## src/rtl/pipeline_ctrl_pkg.sv

```systemverilog
`default_nettype none
// ============================================================================
//  Module      : pipeline_ctrl_pkg
//  Description : Shared types and constants for the pipeline hazard
//                controller: FSM state encoding, forwarding select codes
//                and the forwarding-hit helper.
//  Revision    : 1.0 - initial release
// ============================================================================
package pipeline_ctrl_pkg;

    localparam int REG_W = 5;

    // Controller sequencing states
    typedef enum logic [1:0] {
        ST_RUN  = 2'd0,
        ST_WAIT = 2'd1,
        ST_ERR  = 2'd2
    } state_e;

    // EX operand source selects
    localparam logic [1:0] FWD_RF    = 2'b00;
    localparam logic [1:0] FWD_EXMEM = 2'b10;
    localparam logic [1:0] FWD_MEMWB = 2'b01;

    // A later-stage writer supplies the operand; x0 is never forwarded
    function automatic logic fwd_hit(input logic [REG_W-1:0] rd,
                                     input logic             we,
                                     input logic [REG_W-1:0] rs);
        return we && (rd != '0) && (rd == rs);
    endfunction

endpackage
`default_nettype wire

```

## src/rtl/pipeline_ctrl_if.sv

```systemverilog
`default_nettype none
// ============================================================================
//  Module      : pipeline_ctrl_if
//  Description : Hazard-information and pipeline-control bundle between the
//                datapath and the pipeline controller.
//                master = controller side, slave = datapath side.
//  Revision    : 1.0 - initial release
// ============================================================================
interface pipeline_ctrl_if;

    // Hazard information from the datapath
    logic [4:0] id_rs1;
    logic [4:0] id_rs2;
    logic       id_uses_rs1;
    logic       id_uses_rs2;
    logic [4:0] ex_rs1;
    logic [4:0] ex_rs2;
    logic [4:0] ex_rd;
    logic       ex_RegWrite;
    logic       ex_MemRead;
    logic       ex_branch_taken;
    logic [4:0] mem_rd;
    logic       mem_RegWrite;
    logic [4:0] wb_rd;
    logic       wb_RegWrite;
    logic       mem_req;
    logic       dmem_ready;

    // Pipeline register controls and forwarding selects
    logic       pc_en;
    logic       if_id_en;
    logic       id_ex_en;
    logic       ex_mem_en;
    logic       if_id_flush;
    logic       id_ex_flush;
    logic       mem_wb_flush;
    logic [1:0] fwd_a;
    logic [1:0] fwd_b;

    modport master (
        input  id_rs1, id_rs2, id_uses_rs1, id_uses_rs2,
        input  ex_rs1, ex_rs2, ex_rd, ex_RegWrite, ex_MemRead, ex_branch_taken,
        input  mem_rd, mem_RegWrite, wb_rd, wb_RegWrite, mem_req, dmem_ready,
        output pc_en, if_id_en, id_ex_en, ex_mem_en,
        output if_id_flush, id_ex_flush, mem_wb_flush, fwd_a, fwd_b
    );

    modport slave (
        output id_rs1, id_rs2, id_uses_rs1, id_uses_rs2,
        output ex_rs1, ex_rs2, ex_rd, ex_RegWrite, ex_MemRead, ex_branch_taken,
        output mem_rd, mem_RegWrite, wb_rd, wb_RegWrite, mem_req, dmem_ready,
        input  pc_en, if_id_en, id_ex_en, ex_mem_en,
        input  if_id_flush, id_ex_flush, mem_wb_flush, fwd_a, fwd_b
    );

endinterface
`default_nettype wire

```

## src/rtl/fwd_sel.sv

```systemverilog
`default_nettype none
// ============================================================================
//  Module      : fwd_sel
//  Description : Combinational EX operand source select for one operand.
//                The younger EX/MEM result wins over MEM/WB.
//  Revision    : 1.0 - initial release
// ============================================================================
module fwd_sel
    import pipeline_ctrl_pkg::*;
(
    input  wire logic [4:0] ex_rs_i,
    input  wire logic [4:0] mem_rd_i,
    input  wire logic       mem_we_i,
    input  wire logic [4:0] wb_rd_i,
    input  wire logic       wb_we_i,
    output logic      [1:0] fwd_o
);

    // Prioritised source select, nearest producer first
    always_comb begin
        fwd_o = FWD_RF;
        if (fwd_hit(mem_rd_i, mem_we_i, ex_rs_i)) begin
            fwd_o = FWD_EXMEM;
        end else if (fwd_hit(wb_rd_i, wb_we_i, ex_rs_i)) begin
            fwd_o = FWD_MEMWB;
        end
    end

endmodule
`default_nettype wire

```

## src/rtl/pipeline_ctrl.sv

```systemverilog
`default_nettype none
// ============================================================================
//  Module      : pipeline_ctrl
//  Description : Hazard and sequencing controller for the five-stage pipeline.
//                Freezes on data-memory waits, flushes on taken branches,
//                stalls on load-use, selects forwarding, latches a sticky
//                memory-timeout error and keeps saturating perf counters.
//  Revision    : 1.0 - initial release
// ============================================================================
module pipeline_ctrl
    import pipeline_ctrl_pkg::*;
#(
    parameter int MEM_TIMEOUT = 255,
    parameter int CNT_W       = 32
) (
    input  wire logic             clk,
    input  wire logic             reset,
    pipeline_ctrl_if.master       pif,
    output logic                  mem_err,
    output logic      [CNT_W-1:0] stall_cnt,
    output logic      [CNT_W-1:0] flush_cnt
);

    // Wait counter is at least 8 bits, wider if the timeout needs it
    localparam int WAIT_W = ($clog2(MEM_TIMEOUT + 1) > 8) ? $clog2(MEM_TIMEOUT + 1) : 8;
    localparam logic [WAIT_W-1:0] C_TIMEOUT = WAIT_W'(MEM_TIMEOUT);

    state_e            state_q;
    logic [WAIT_W-1:0] wait_cnt_q;
    logic              mem_err_q;
    logic [CNT_W-1:0]  stall_cnt_q, stall_cnt_d;
    logic [CNT_W-1:0]  flush_cnt_q, flush_cnt_d;

    logic       w_freeze;
    logic       w_load_use;
    logic       w_branch_flush;
    logic       w_pc_en, w_if_id_en, w_id_ex_en, w_ex_mem_en;
    logic       w_if_id_flush, w_id_ex_flush, w_mem_wb_flush;
    logic [1:0] w_fwd_a, w_fwd_b;

    // The destination-write flag of the EX instruction plays no role here:
    // only a load in EX can create an unforwardable dependency.
    logic w_unused;
    assign w_unused = pif.ex_RegWrite;

    fwd_sel u_fwd_a (
        .ex_rs_i  (pif.ex_rs1),
        .mem_rd_i (pif.mem_rd),
        .mem_we_i (pif.mem_RegWrite),
        .wb_rd_i  (pif.wb_rd),
        .wb_we_i  (pif.wb_RegWrite),
        .fwd_o    (w_fwd_a)
    );

    fwd_sel u_fwd_b (
        .ex_rs_i  (pif.ex_rs2),
        .mem_rd_i (pif.mem_rd),
        .mem_we_i (pif.mem_RegWrite),
        .wb_rd_i  (pif.wb_rd),
        .wb_we_i  (pif.wb_RegWrite),
        .fwd_o    (w_fwd_b)
    );

    // Hazard conditions from current state and inputs
    always_comb begin
        w_freeze = ((state_q == ST_RUN)  && pif.mem_req && !pif.dmem_ready) ||
                   ((state_q == ST_WAIT) && !pif.dmem_ready) ||
                   (state_q == ST_ERR);
        w_load_use = pif.ex_MemRead && (pif.ex_rd != '0) &&
                     ((pif.id_uses_rs1 && (pif.ex_rd == pif.id_rs1)) ||
                      (pif.id_uses_rs2 && (pif.ex_rd == pif.id_rs2)));
        w_branch_flush = reset && !w_freeze && pif.ex_branch_taken;
    end

    // Pipeline controls: reset > freeze > branch flush > load-use > normal
    always_comb begin
        w_pc_en        = 1'b1;
        w_if_id_en     = 1'b1;
        w_id_ex_en     = 1'b1;
        w_ex_mem_en    = 1'b1;
        w_if_id_flush  = 1'b0;
        w_id_ex_flush  = 1'b0;
        w_mem_wb_flush = 1'b0;
        if (!reset) begin
            w_pc_en        = 1'b0;
            w_if_id_en     = 1'b0;
            w_id_ex_en     = 1'b0;
            w_ex_mem_en    = 1'b0;
            w_if_id_flush  = 1'b1;
            w_id_ex_flush  = 1'b1;
            w_mem_wb_flush = 1'b1;
        end else if (w_freeze) begin
            w_pc_en        = 1'b0;
            w_if_id_en     = 1'b0;
            w_id_ex_en     = 1'b0;
            w_ex_mem_en    = 1'b0;
            w_mem_wb_flush = 1'b1;
        end else if (pif.ex_branch_taken) begin
            w_if_id_flush  = 1'b1;
            w_id_ex_flush  = 1'b1;
        end else if (w_load_use) begin
            w_pc_en        = 1'b0;
            w_if_id_en     = 1'b0;
            w_id_ex_flush  = 1'b1;
        end
    end

    assign pif.pc_en        = w_pc_en;
    assign pif.if_id_en     = w_if_id_en;
    assign pif.id_ex_en     = w_id_ex_en;
    assign pif.ex_mem_en    = w_ex_mem_en;
    assign pif.if_id_flush  = w_if_id_flush;
    assign pif.id_ex_flush  = w_id_ex_flush;
    assign pif.mem_wb_flush = w_mem_wb_flush;
    assign pif.fwd_a        = reset ? w_fwd_a : FWD_RF;
    assign pif.fwd_b        = reset ? w_fwd_b : FWD_RF;

    // Memory-wait sequencer with timeout and sticky error
    always_ff @(posedge clk) begin
        if (!reset) begin
            state_q    <= ST_RUN;
            wait_cnt_q <= '0;
            mem_err_q  <= 1'b0;
        end else begin
            case (state_q)
                ST_RUN: begin
                    if (pif.mem_req && !pif.dmem_ready) begin
                        state_q    <= ST_WAIT;
                        wait_cnt_q <= WAIT_W'(1);
                    end
                end
                ST_WAIT: begin
                    if (pif.dmem_ready) begin
                        state_q    <= ST_RUN;
                        wait_cnt_q <= '0;
                    end else if (wait_cnt_q == C_TIMEOUT) begin
                        state_q    <= ST_ERR;
                        mem_err_q  <= 1'b1;
                    end else begin
                        wait_cnt_q <= wait_cnt_q + WAIT_W'(1);
                    end
                end
                ST_ERR: begin
                    state_q <= ST_ERR;
                end
                default: begin
                    state_q <= ST_RUN;
                end
            endcase
        end
    end

    // Saturating next values of the perf counters
    always_comb begin
        stall_cnt_d = stall_cnt_q;
        flush_cnt_d = flush_cnt_q;
        if (reset && !w_pc_en && (stall_cnt_q != '1)) begin
            stall_cnt_d = stall_cnt_q + CNT_W'(1);
        end
        if (w_branch_flush && (flush_cnt_q != '1)) begin
            flush_cnt_d = flush_cnt_q + CNT_W'(1);
        end
    end

    // Perf counter registers
    always_ff @(posedge clk) begin
        if (!reset) begin
            stall_cnt_q <= '0;
            flush_cnt_q <= '0;
        end else begin
            stall_cnt_q <= stall_cnt_d;
            flush_cnt_q <= flush_cnt_d;
        end
    end

    assign mem_err   = mem_err_q;
    assign stall_cnt = stall_cnt_q;
    assign flush_cnt = flush_cnt_q;

endmodule
`default_nettype wire

```

## src/flat_wrapper.sv

```systemverilog
// flat-port wrapper written by rule: the top's interface ports become plain ports
module pipeline_ctrl_flat import pipeline_ctrl_pkg::*;
#(
    parameter int MEM_TIMEOUT = 255,
    parameter int CNT_W       = 32
)
  (clk, reset, mem_err, stall_cnt, flush_cnt, pif_id_rs1, pif_id_rs2, pif_id_uses_rs1, pif_id_uses_rs2, pif_ex_rs1, pif_ex_rs2, pif_ex_rd, pif_ex_RegWrite, pif_ex_MemRead, pif_ex_branch_taken, pif_mem_rd, pif_mem_RegWrite, pif_wb_rd, pif_wb_RegWrite, pif_mem_req, pif_dmem_ready, pif_pc_en, pif_if_id_en, pif_id_ex_en, pif_ex_mem_en, pif_if_id_flush, pif_id_ex_flush, pif_mem_wb_flush, pif_fwd_a, pif_fwd_b);
  pipeline_ctrl_if pif_i ();
  input  wire logic clk;
  input  wire logic reset;
  output logic mem_err;
  output logic      [CNT_W-1:0] stall_cnt;
  output logic      [CNT_W-1:0] flush_cnt;
  input wire logic [$bits(pif_i.id_rs1)-1:0] pif_id_rs1;
  input wire logic [$bits(pif_i.id_rs2)-1:0] pif_id_rs2;
  input wire logic [$bits(pif_i.id_uses_rs1)-1:0] pif_id_uses_rs1;
  input wire logic [$bits(pif_i.id_uses_rs2)-1:0] pif_id_uses_rs2;
  input wire logic [$bits(pif_i.ex_rs1)-1:0] pif_ex_rs1;
  input wire logic [$bits(pif_i.ex_rs2)-1:0] pif_ex_rs2;
  input wire logic [$bits(pif_i.ex_rd)-1:0] pif_ex_rd;
  input wire logic [$bits(pif_i.ex_RegWrite)-1:0] pif_ex_RegWrite;
  input wire logic [$bits(pif_i.ex_MemRead)-1:0] pif_ex_MemRead;
  input wire logic [$bits(pif_i.ex_branch_taken)-1:0] pif_ex_branch_taken;
  input wire logic [$bits(pif_i.mem_rd)-1:0] pif_mem_rd;
  input wire logic [$bits(pif_i.mem_RegWrite)-1:0] pif_mem_RegWrite;
  input wire logic [$bits(pif_i.wb_rd)-1:0] pif_wb_rd;
  input wire logic [$bits(pif_i.wb_RegWrite)-1:0] pif_wb_RegWrite;
  input wire logic [$bits(pif_i.mem_req)-1:0] pif_mem_req;
  input wire logic [$bits(pif_i.dmem_ready)-1:0] pif_dmem_ready;
  output wire logic [$bits(pif_i.pc_en)-1:0] pif_pc_en;
  output wire logic [$bits(pif_i.if_id_en)-1:0] pif_if_id_en;
  output wire logic [$bits(pif_i.id_ex_en)-1:0] pif_id_ex_en;
  output wire logic [$bits(pif_i.ex_mem_en)-1:0] pif_ex_mem_en;
  output wire logic [$bits(pif_i.if_id_flush)-1:0] pif_if_id_flush;
  output wire logic [$bits(pif_i.id_ex_flush)-1:0] pif_id_ex_flush;
  output wire logic [$bits(pif_i.mem_wb_flush)-1:0] pif_mem_wb_flush;
  output wire logic [$bits(pif_i.fwd_a)-1:0] pif_fwd_a;
  output wire logic [$bits(pif_i.fwd_b)-1:0] pif_fwd_b;
  assign pif_i.id_rs1 = pif_id_rs1;
  assign pif_i.id_rs2 = pif_id_rs2;
  assign pif_i.id_uses_rs1 = pif_id_uses_rs1;
  assign pif_i.id_uses_rs2 = pif_id_uses_rs2;
  assign pif_i.ex_rs1 = pif_ex_rs1;
  assign pif_i.ex_rs2 = pif_ex_rs2;
  assign pif_i.ex_rd = pif_ex_rd;
  assign pif_i.ex_RegWrite = pif_ex_RegWrite;
  assign pif_i.ex_MemRead = pif_ex_MemRead;
  assign pif_i.ex_branch_taken = pif_ex_branch_taken;
  assign pif_i.mem_rd = pif_mem_rd;
  assign pif_i.mem_RegWrite = pif_mem_RegWrite;
  assign pif_i.wb_rd = pif_wb_rd;
  assign pif_i.wb_RegWrite = pif_wb_RegWrite;
  assign pif_i.mem_req = pif_mem_req;
  assign pif_i.dmem_ready = pif_dmem_ready;
  assign pif_pc_en = pif_i.pc_en;
  assign pif_if_id_en = pif_i.if_id_en;
  assign pif_id_ex_en = pif_i.id_ex_en;
  assign pif_ex_mem_en = pif_i.ex_mem_en;
  assign pif_if_id_flush = pif_i.if_id_flush;
  assign pif_id_ex_flush = pif_i.id_ex_flush;
  assign pif_mem_wb_flush = pif_i.mem_wb_flush;
  assign pif_fwd_a = pif_i.fwd_a;
  assign pif_fwd_b = pif_i.fwd_b;
  pipeline_ctrl #(.MEM_TIMEOUT(MEM_TIMEOUT), .CNT_W(CNT_W)) u_core (.clk(clk), .reset(reset), .pif(pif_i), .mem_err(mem_err), .stall_cnt(stall_cnt), .flush_cnt(flush_cnt));
endmodule
```

## config.mk

```make
export PLATFORM = sky130hd
export DESIGN_NAME = pipeline_ctrl_flat
export DESIGN_NICKNAME = d
export VERILOG_FILES = /design/src/rtl/pipeline_ctrl_pkg.sv /design/src/rtl/pipeline_ctrl_if.sv /design/src/rtl/fwd_sel.sv /design/src/rtl/pipeline_ctrl.sv /design/src/flat_wrapper.sv
export SDC_FILE = /design/constraint.sdc
export NUM_CORES = 1
export LEC_CHECK = 0
export BUFFER_PORTS_ARGS = -buffer_cell sky130_fd_sc_hd__buf_2
export CORE_ASPECT_RATIO = 1.75
export CORE_MARGIN = 1.5
export CORE_UTILIZATION = 45
export DETAILED_ROUTE_END_ITERATION = 10
export MAX_ROUTING_LAYER = met4
export PLACE_DENSITY = 0.71
export SLEW_MARGIN = 20
export SYNTH_ARGS = -nofsm -noshare
export SYNTH_HDL_FRONTEND = slang
export SYNTH_HIERARCHICAL = 1
export SYNTH_SLANG_ARGS = --single-unit
```

## constraint.sdc

```tcl
create_clock -name clk -period 2.8 [get_ports clk]
set_input_delay 0.14 -clock clk [delete_from_list [all_inputs] [get_ports clk]]
set_output_delay 0.14 -clock clk [all_outputs]
set_load 0.01 [all_outputs]
```

==> impl_metrics.env, run 1 <==
export IMPL_status="completed"
export IMPL_hold_path_class="input pin to flop"
export IMPL_wl_um=11300
export IMPL_synth_cell_types=54
export IMPL_cts_hold_buffers=0
export IMPL_clock_skew_ns=0.00533
export IMPL_postCtsSetupBuffers=0
export IMPL_period_share=0.872
export IMPL_final_max_slew_viol_count=0
export IMPL_tns_ns=0
export IMPL_cp_arrival_ns=2.71
export IMPL_layout_cells_non_filler=751
export IMPL_cts_made_buffers=9
export IMPL_cts_tree="yes"
export IMPL_synth_top_area_share=0.353
export IMPL_placedInstanceArea_um2=4950
export IMPL_synthCells=509
export IMPL_post_route_drc_count=0
export IMPL_critPathKind="flop to flop"
export IMPL_yosys_warnings=6
export IMPL_avgRoutedWirePerCell_um=15.1
export IMPL_dr_total_vias=4249
export IMPL_synth_edf_count=0
export IMPL_antenna_found_initial=0
export IMPL_cp_start_kind="flop"
export IMPL_min_period_ns=2.44
export IMPL_diodes=0
export IMPL_ys_ff_latch=75
export IMPL_dieHeight_um=132
export IMPL_peakVddDrop_mv=0.367
export IMPL_ys_seq_area_frac=0.353
export IMPL_cp_max_fo=15
export IMPL_drt_iter0_markers=155
export IMPL_dieWidth_um=76.5
export IMPL_tightest_slew_ns=0.586
export IMPL_max_freq_ghz=0.409
export IMPL_p_per_area_nw_per_um2=462
export IMPL_p_leak_nw=2.07
export IMPL_max_slew_margin=0.606
export IMPL_num_rows=46
export IMPL_ys_async_sr_fraction=0
export IMPL_core_um2=9090
export IMPL_report_final_hold_viol_count=0
export IMPL_syn2layout_area_growth_pct=23.5
export IMPL_yosysTopAreaCell="dfxtp_1"
export IMPL_cts_htree_levels=3
export IMPL_clk_latency_ns=0.34
export IMPL_io_buffers=120
export IMPL_viasPerCell=5.66
export IMPL_required_ns=3.07
export IMPL_grt_pass1_vias=4246
export IMPL_postLayoutCellArea_um2=5250
export IMPL_synth_area_per_cell_um2=8.35
export IMPL_ctsRootBufferMaster="clkbuf_16"
export IMPL_grt_max_degree=45
export IMPL_hpwlAfterDp_um=8360
export IMPL_drt_antenna_violating_nets=0
export IMPL_cts_resized=0
export IMPL_nFillCells=859
export IMPL_synth_fp_nets=558
export IMPL_ys_top_cells_by_area="dfxtp_1, xor2_1, xnor2_1, nor2_1, nand3_1"
export IMPL_dr_pass1_iters=4
export IMPL_rsz0062_at_grt="no"
export IMPL_grt_usage=0.239
export IMPL_clk_pin_slew_ns=0.06
export IMPL_initial_utilization=0.467
export IMPL_synthFlopType="dfxtp_1"
export IMPL_mostFrequentLayoutCell="buf_2"
export IMPL_num_nets_final=675
export IMPL_crit_path_end_kind="flop"
export IMPL_cts_buffer_depth=2
export IMPL_dieArea_um2=10100
export IMPL_multi_input_area_um2=2560
export IMPL_grt_pass1_wl_um=19200
export IMPL_gr_total_overflow=0
export IMPL_ff_latch_area_um2=1500
export IMPL_drive_above_1_share=0.258
export IMPL_finalSetupViolCount=0
export IMPL_cts_sinks=75
export IMPL_num_io_pins=122
export IMPL_globalplace_congestion=0.860
export IMPL_synth_cell_area_um2=4250
export IMPL_final_cell_mix="buf_2, dfxtp_1, nor2_1"
export IMPL_place_inst=735
export IMPL_max_cap_viol_count=0
[routing by layer]
metal / GRT usage / share of wire / up-vias
met5: - / 0 / -
met4: 0.101 / 0.022 / 0
met3: 0.0486 / 0.049 / 19
met2: 0.428 / 0.54 / 120
met1: 0.252 / 0.39 / 1998
li1: - / - / 2112
[through the flow]
step	total power [W]	utilization	setup WS [ns]	hold slack [ns]
CTS	0.00245	0.577	0.384	0.186
detailed placement	0.00130	0.545	0.406	0.452
global route	0.00252	0.577	0.187	0.209
global placement	0.00130	0.545	0.484	0.451
finish	0.00243	0.577	0.358	0.193
floorplan	0.00122	-	0.702	0.319
[cell usage after synthesis, types with 4 or more instances]
master	number
or4_1	20
buf_2	6
nor2_1	48
nor4_1	10
nand4_1	24
o21a_1	4
clkbuf_1	10
dfxtp_1	75
o21ai_0	9
o211ai_1	4
o31ai_1	20
xor2_1	32
a21oi_1	28
nand2b_1	5
nand2_1	39
xnor2_1	28
nor3_1	8
and4_1	12
inv_1	14
and2_1	13
nand3_1	31
and3_1	11
mux2i_1	4
[where the power goes]
group          internal [W]  total [W]  switching [W]
combinational     0.0000821   0.000200       0.000118
sequential          0.00107    0.00108     0.00000853
clock              0.000705    0.00114       0.000438
total               0.00186    0.00243       0.000564
[path summary, 6_finish.rpt]
check	from	endpoint	slack [ns]	cells after the start
worst max-delay path	u_core/stall_cnt[3]	u_core/stall_cnt[26]	0.36	6
worst min-delay path	reset	u_core/stall_cnt[31]	0.19	2
worst max register to register	u_core/stall_cnt[3]	u_core/stall_cnt[26]	0.36	6
worst min register to register	u_core/mem_err	u_core/mem_err	0.47	2
[state kept, by name (all words and copies together), names as in the netlist]
register	count
u_core/flush_cnt	32
u_core/mem_err	1
u_core/stall_cnt	32
u_core/state_q	2
u_core/wait_cnt_q	8
[cells by family (layout without fill, tap and decap cells)]
kind of cell / after synthesis / after routing / synth area share
buffers and inverters: 38 / 160 / 0.0433
AND/OR/NAND/NOR: 236 / 236 / 0.305
adder cells (fa/ha/maj): 3 / 3 / 0.00883
XOR/XNOR: 60 / 60 / 0.124
flip-flops: 75 / 75 / 0.353
AO/OA/AOI/OAI: 93 / 93 / 0.157
multiplexers: 4 / 4 / 0.00942
[final cells by class]
| type | instances | area share |
|---|---|---|
| clock buffer | 10 | 0.0455 |
| multi-input combinational | 396 | 0.489 |
| tap | 120 | 0.0286 |
| sequential | 75 | 0.286 |
| inverter | 15 | 0.0107 |
| clock inverter | 6 | 0.0105 |
| timing repair buffer | 129 | 0.130 |
[worst max-delay path: stages, from the launching register on]
cell and delay (ns):
dfxtp_1 0.43, and4_1 0.34, nand2_1 0.12, nor2_1 0.21, nand4_1 0.47, or4_1 0.64, a21oi_1 0.15
No activity file was read; power rests on OpenSTA's default activity.
==> run 2: changes to the inputs <==
Settings changed: PLACE_DENSITY 0.71 to 0.73.
Clock period 2.8 ns to 2 ns, I/O delays scaled along.
==> impl_metrics.env, run 2 (synthesized netlist as in run 1, its figures left out) <==
export IMPL_fin_ws_ns=-0.0954
export IMPL_p_leak_nw=2.45
export IMPL_drive_above_1_share=0.364
export IMPL_io_buffers=120
export IMPL_max_slew_margin=0.667
export IMPL_max_cap_viol_count=0
export IMPL_p_sw_w=0.000833
export IMPL_p_total_w=0.00343
export IMPL_syn2layout_area_growth_pct=39.6
export IMPL_worstSetupStartpoint="u_core/stall_cnt[0]"
export IMPL_hold_path_class="input pin to flop"
export IMPL_clk_latency_ns=0.34
export IMPL_slowest_delay_ns=0.50
export IMPL_viasPerCell=5.62
export IMPL_critPathKind="flop to flop"
export IMPL_clock_skew_ns=0.0102
export IMPL_hpwlAfterDp_um=9110
export IMPL_cp_endpoint="u_core/stall_cnt[13]"
export IMPL_r2r_end="u_core/stall_cnt[13]"
export IMPL_core_um2=9090
export IMPL_final_cell_mix="buf_2, buf_4, dfxtp_1"
export IMPL_period_share=1.05
export IMPL_dr_pass1_iters=5
export IMPL_cp_start_kind="flop"
export IMPL_grt_pass1_vias=4485
export IMPL_clk_pin_slew_ns=0.06
export IMPL_dieArea_um2=10100
export IMPL_worstRegToRegCells=8
export IMPL_num_nets_final=744
export IMPL_grt_pass1_wl_um=20400
export IMPL_crit_path_end_kind="flop"
export IMPL_wl_um=12500
export IMPL_cts_sinks=75
export IMPL_cp_max_fo=18
export IMPL_grt_max_degree=46
export IMPL_clkPwrFrac=0.466
export IMPL_cts_htree_levels=3
export IMPL_ctsRootBufferMaster="clkbuf_16"
export IMPL_rsz0062_at_grt="yes"
export IMPL_mostFrequentLayoutCell="buf_2"
export IMPL_sw_frac_of_total=0.243
export IMPL_rrSetupSlack_ns=-0.1
export IMPL_num_io_pins=122
export IMPL_num_rows=46
export IMPL_initial_utilization=0.467
export IMPL_cp_arrival_ns=2.37
export IMPL_antenna_found_initial=0
export IMPL_combPwrFrac=0.094
export IMPL_p_per_area_nw_per_um2=577
export IMPL_dr_total_vias=4611
export IMPL_final_max_slew_viol_count=0
export IMPL_multi_input_area_um2=2690
export IMPL_dieHeight_um=132
export IMPL_p_int_w=0.00259
export IMPL_globalplace_congestion=0.857
export IMPL_required_ns=2.27
export IMPL_peakVddDrop_mv=0.701
export IMPL_drt_antenna_violating_nets=0
export IMPL_cp_slowest_cell="or4_1"
export IMPL_cts_hold_buffers=0
export IMPL_cts_made_buffers=9
export IMPL_post_route_drc_count=0
export IMPL_gr_total_overflow=0
export IMPL_place_ws_ns=-0.105
export IMPL_drt_iter0_markers=166
export IMPL_max_freq_ghz=0.477
export IMPL_tightest_slew_ns=0.500
export IMPL_r2r_start="u_core/stall_cnt[0]"
export IMPL_status="complete, but fails checks"
export IMPL_nFillCells=798
export IMPL_cts_tree="yes"
export IMPL_ff_latch_area_um2=1510
export IMPL_avgRoutedWirePerCell_um=15.2
export IMPL_min_period_ns=2.10
export IMPL_diodes=0
export IMPL_cp_cell_sequence="ha_4 > and3_4 > and4_4 > a221oi_2 > o21ai_2 > buf_12 > or4_1 > a21oi_2"
export IMPL_cts_buffer_depth=2
export IMPL_finalSetupViolCount=14
export IMPL_dieWidth_um=76.5
export IMPL_report_final_hold_viol_count=0
export IMPL_violations="setup timing"
export IMPL_grt_usage=0.251
export IMPL_pwr_share_seq=0.441
[run 2: cell count changes in the layout (fill, tap and decap cells not counted), moves of 3 or more]
cell	before	now
a21oi_1	28	24
a21oi_2	1	5
buf_4	8	74
clkinv_2	5	2
dfxtp_1	75	72
nor4_1	10	6
nor4_2	0	3
[run 2: how the worst min path moves through the flow]
stage                         from                   end  slack (ns)  depth (start not counted)
CTS                 pif_dmem_ready     u_core/state_q[0]        0.12                          3
global route        pif_dmem_ready     u_core/state_q[0]        0.14                          3
floorplan                    reset  u_core/flush_cnt[24]        0.28                          2
finish              pif_dmem_ready     u_core/state_q[0]        0.13                          3
global placement    pif_dmem_ready     u_core/state_q[0]        0.46                          3
detailed placement  u_core/mem_err        u_core/mem_err        0.46                          2
[run 2: worst max-delay path: cells and delay by family (launching register included)]
family	cells	cell delay, ns
AO/OA/AOI/OAI	3	0.51
flip-flops	1	0.35
AND/OR/NAND/NOR	3	0.84
adder cells (fa/ha/maj)	1	0.15
buffers and inverters	1	0.17
[run 2: power groups by stage]
stage	Combinational (W)	Sequential (W)	Clock, W
5_1_grt	0.000348	0.00151	0.00168
2_1_floorplan	0.000163	0.00155	0
3_3_place_gp	0.000292	0.00154	0
6_report	0.000321	0.00151	0.00159
3_5_place_dp	0.000304	0.00154	0
4_1_cts	0.000304	0.00151	0.00162
[run 2: area by class of cell]
type / instances / share of cell area
Multi-Input combinational cell: 396 / 0.453
Sequential cell: 75 / 0.254
Timing Repair Buffer: 198 / 0.208
Clock buffer: 11 / 0.0445
Tap cell: 120 / 0.0253
Inverter: 15 / 0.00949
Clock inverter: 5 / 0.00570
[run 2: stage by stage]
step	hold WS, ns	TNS [ns]	util	area, um^2	std cells
6_report	0.131	-0.539	0.652	5930	820
5_1_grt	0.140	-1.61	0.652	5930	820
4_1_cts	0.121	-0.494	0.636	5790	816
3_5_place_dp	0.463	-0.496	0.602	5470	800
3_3_place_gp	0.463	-0.137	0.602	5470	800
2_1_floorplan	0.279	0	-	4270	509
[run 2: what timing repair did]
action,CTS,global route
hold endpoints to repair,0,0
gates cloned,0,1
resized for setup,4,24
setup endpoints to repair,15,32
pin swaps,1,9
buffers inserted,0,3
[run 2: metal layers]
metal  vias up  GRT usage  routed length, um
met3        28     0.0500                545
met1      2206      0.258               4780
met5         -          -                  0
met2       124      0.455               6870
met4         0      0.110                290
li1       2253          -                  -
==> run 3: changes to the inputs <==
Settings changed: CORE_UTILIZATION 45 to 47, PLACE_DENSITY 0.73 to 0.76.
==> impl_metrics.env, run 3 (synthesized netlist as in run 1, its figures left out) <==
export IMPL_p_per_area_nw_per_um2=571
export IMPL_wl_um=12500
export IMPL_min_period_ns=2.13
export IMPL_hold_path_end="u_core/flush_cnt[2]"
export IMPL_cp_slowest_cell="or4_1"
export IMPL_io_buffers=120
export IMPL_r2r_end="u_core/stall_cnt[8]"
export IMPL_cp_arrival_ns=2.40
export IMPL_max_cap_viol_count=0
export IMPL_cp_top_family="simple AND/OR/NAND/NOR gates"
export IMPL_grt_max_degree=25
export IMPL_num_rows=45
export IMPL_critPathKind="flop to flop"
export IMPL_dieArea_um2=9650
export IMPL_cp_max_fo=16
export IMPL_core_um2=8730
export IMPL_hold_path_class="input pin to flop"
export IMPL_rsz0062_at_grt="yes"
export IMPL_post_route_drc_count=0
export IMPL_final_max_slew_viol_count=0
export IMPL_drt_iter0_markers=206
export IMPL_avgRoutedWirePerCell_um=15.5
export IMPL_cts_made_buffers=9
export IMPL_peakVddDrop_mv=0.571
export IMPL_mostFrequentLayoutCell="buf_2"
export IMPL_initial_utilization=0.487
export IMPL_max_slew_margin=0.589
export IMPL_p_leak_nw=2.41
export IMPL_grt_pass1_wl_um=19000
export IMPL_globalplace_congestion=0.900
export IMPL_antenna_found_initial=0
export IMPL_dieWidth_um=74.9
export IMPL_cp_cell_sequence="ha_4 > and3_1 > and4_1 > a221oi_2 > o21ai_2 > buf_12 > or4_1 > a21oi_2"
export IMPL_syn2layout_area_growth_pct=40.5
export IMPL_ctsRootBufferMaster="clkbuf_16"
export IMPL_tns_ns=-1.19
export IMPL_layout_cells_non_filler=806
export IMPL_viasPerCell=5.68
export IMPL_placedInstanceArea_um2=5370
export IMPL_place_inst=786
export IMPL_worstRegToRegCells=8
export IMPL_postLayoutCellArea_um2=5970
export IMPL_period_share=1.06
export IMPL_gr_total_overflow=0
export IMPL_dieHeight_um=129
export IMPL_drive_above_1_share=0.370
export IMPL_diodes=0
export IMPL_clock_skew_ns=0.00363
export IMPL_num_nets_final=733
export IMPL_worstSetupStartpoint="u_core/stall_cnt[0]"
export IMPL_drt_antenna_violating_nets=0
export IMPL_holdPathStages=3
export IMPL_cts_htree_levels=3
export IMPL_dr_total_vias=4577
export IMPL_crit_buf_inv=1
export IMPL_clk_latency_ns=0.34
export IMPL_hpwlAfterDp_um=8880
export IMPL_violations="setup timing"
export IMPL_clk_pin_slew_ns=0.06
export IMPL_cts_buffer_depth=2
export IMPL_p_total_w=0.00341
export IMPL_status="complete, but fails checks"
export IMPL_num_io_pins=122
export IMPL_required_ns=2.27
export IMPL_slowest_delay_ns=0.50
export IMPL_rrSetupSlack_ns=-0.13
export IMPL_report_final_hold_viol_count=0
export IMPL_grt_usage=0.256
export IMPL_grt_pass1_vias=4453
export IMPL_fin_ws_ns=-0.128
export IMPL_min_delay_start="reset"
export IMPL_r2r_start="u_core/stall_cnt[0]"
export IMPL_cts_hold_buffers=0
export IMPL_crit_path_end_kind="flop"
export IMPL_finalSetupViolCount=18
export IMPL_tightest_slew_ns=0.616
export IMPL_cp_start_kind="flop"
export IMPL_cts_tree="yes"
export IMPL_cts_sinks=75
export IMPL_final_cell_mix="buf_2, dfxtp_1, buf_4"
export IMPL_max_freq_ghz=0.470
export IMPL_dr_pass1_iters=4
export IMPL_place_ws_ns=-0.0595
## run 3: per-layer routing
metal  track usage  vias up  share of wire
met5             -        -              0
met4         0.132        0          0.025
met3        0.0392       29          0.047
met2         0.466      144           0.57
met1         0.250     2183           0.36
li1              -     2221              -
## run 3: worst max-delay path by stage
stage,endpoint,cells after the start
after global placement,u_core/stall_cnt[8],8
final,u_core/stall_cnt[8],8
after floorplan,u_core/flush_cnt[28],7
after global routing,u_core/stall_cnt[8],8
after CTS,u_core/stall_cnt[9],8
after detailed placement,u_core/stall_cnt[8],8
## run 3: per-stage QoR
stage                      util  hold WS [ns]
after global routing      0.684         0.139
after detailed placement  0.616         0.436
after floorplan               -         0.279
after CTS                 0.655        0.0793
final                     0.684        0.0918
after global placement    0.616         0.430
## run 3: area by class of cell
| class | instances | area (um^2) |
|---|---|---|
| fillers | 691 | 2760 |
| clock buffers | 15 | 288 |
| clock inverters | 1 | 5.00 |
| repair buffers | 187 | 1180 |
| well taps | 117 | 146 |
| inverters | 15 | 56.3 |
| flip-flops and latches | 75 | 1510 |
| multi-input cells | 396 | 2790 |
## run 3: power by group
part	internal (W)	total (W)	switching [W]
Clock	0.000974	0.00157	0.000593
Sequential	0.00150	0.00151	0.00000782
Combinational	0.000148	0.000333	0.000185
Total	0.00263	0.00341	0.000786
## run 3: repair_timing
| action | CTS | global route |
|---|---|---|
| pin swaps | 4 | 13 |
| cloned | 1 | 1 |
| endpoints found under the setup margin | 15 | 36 |
| resized for setup | 6 | 46 |
| setup buffers | 0 | 2 |
## run 3: tightest hold or removal path, stage by stage
cell,delay [ns]
buf_2,0.15
nand2_1,0.07
mux2i_1,0.05
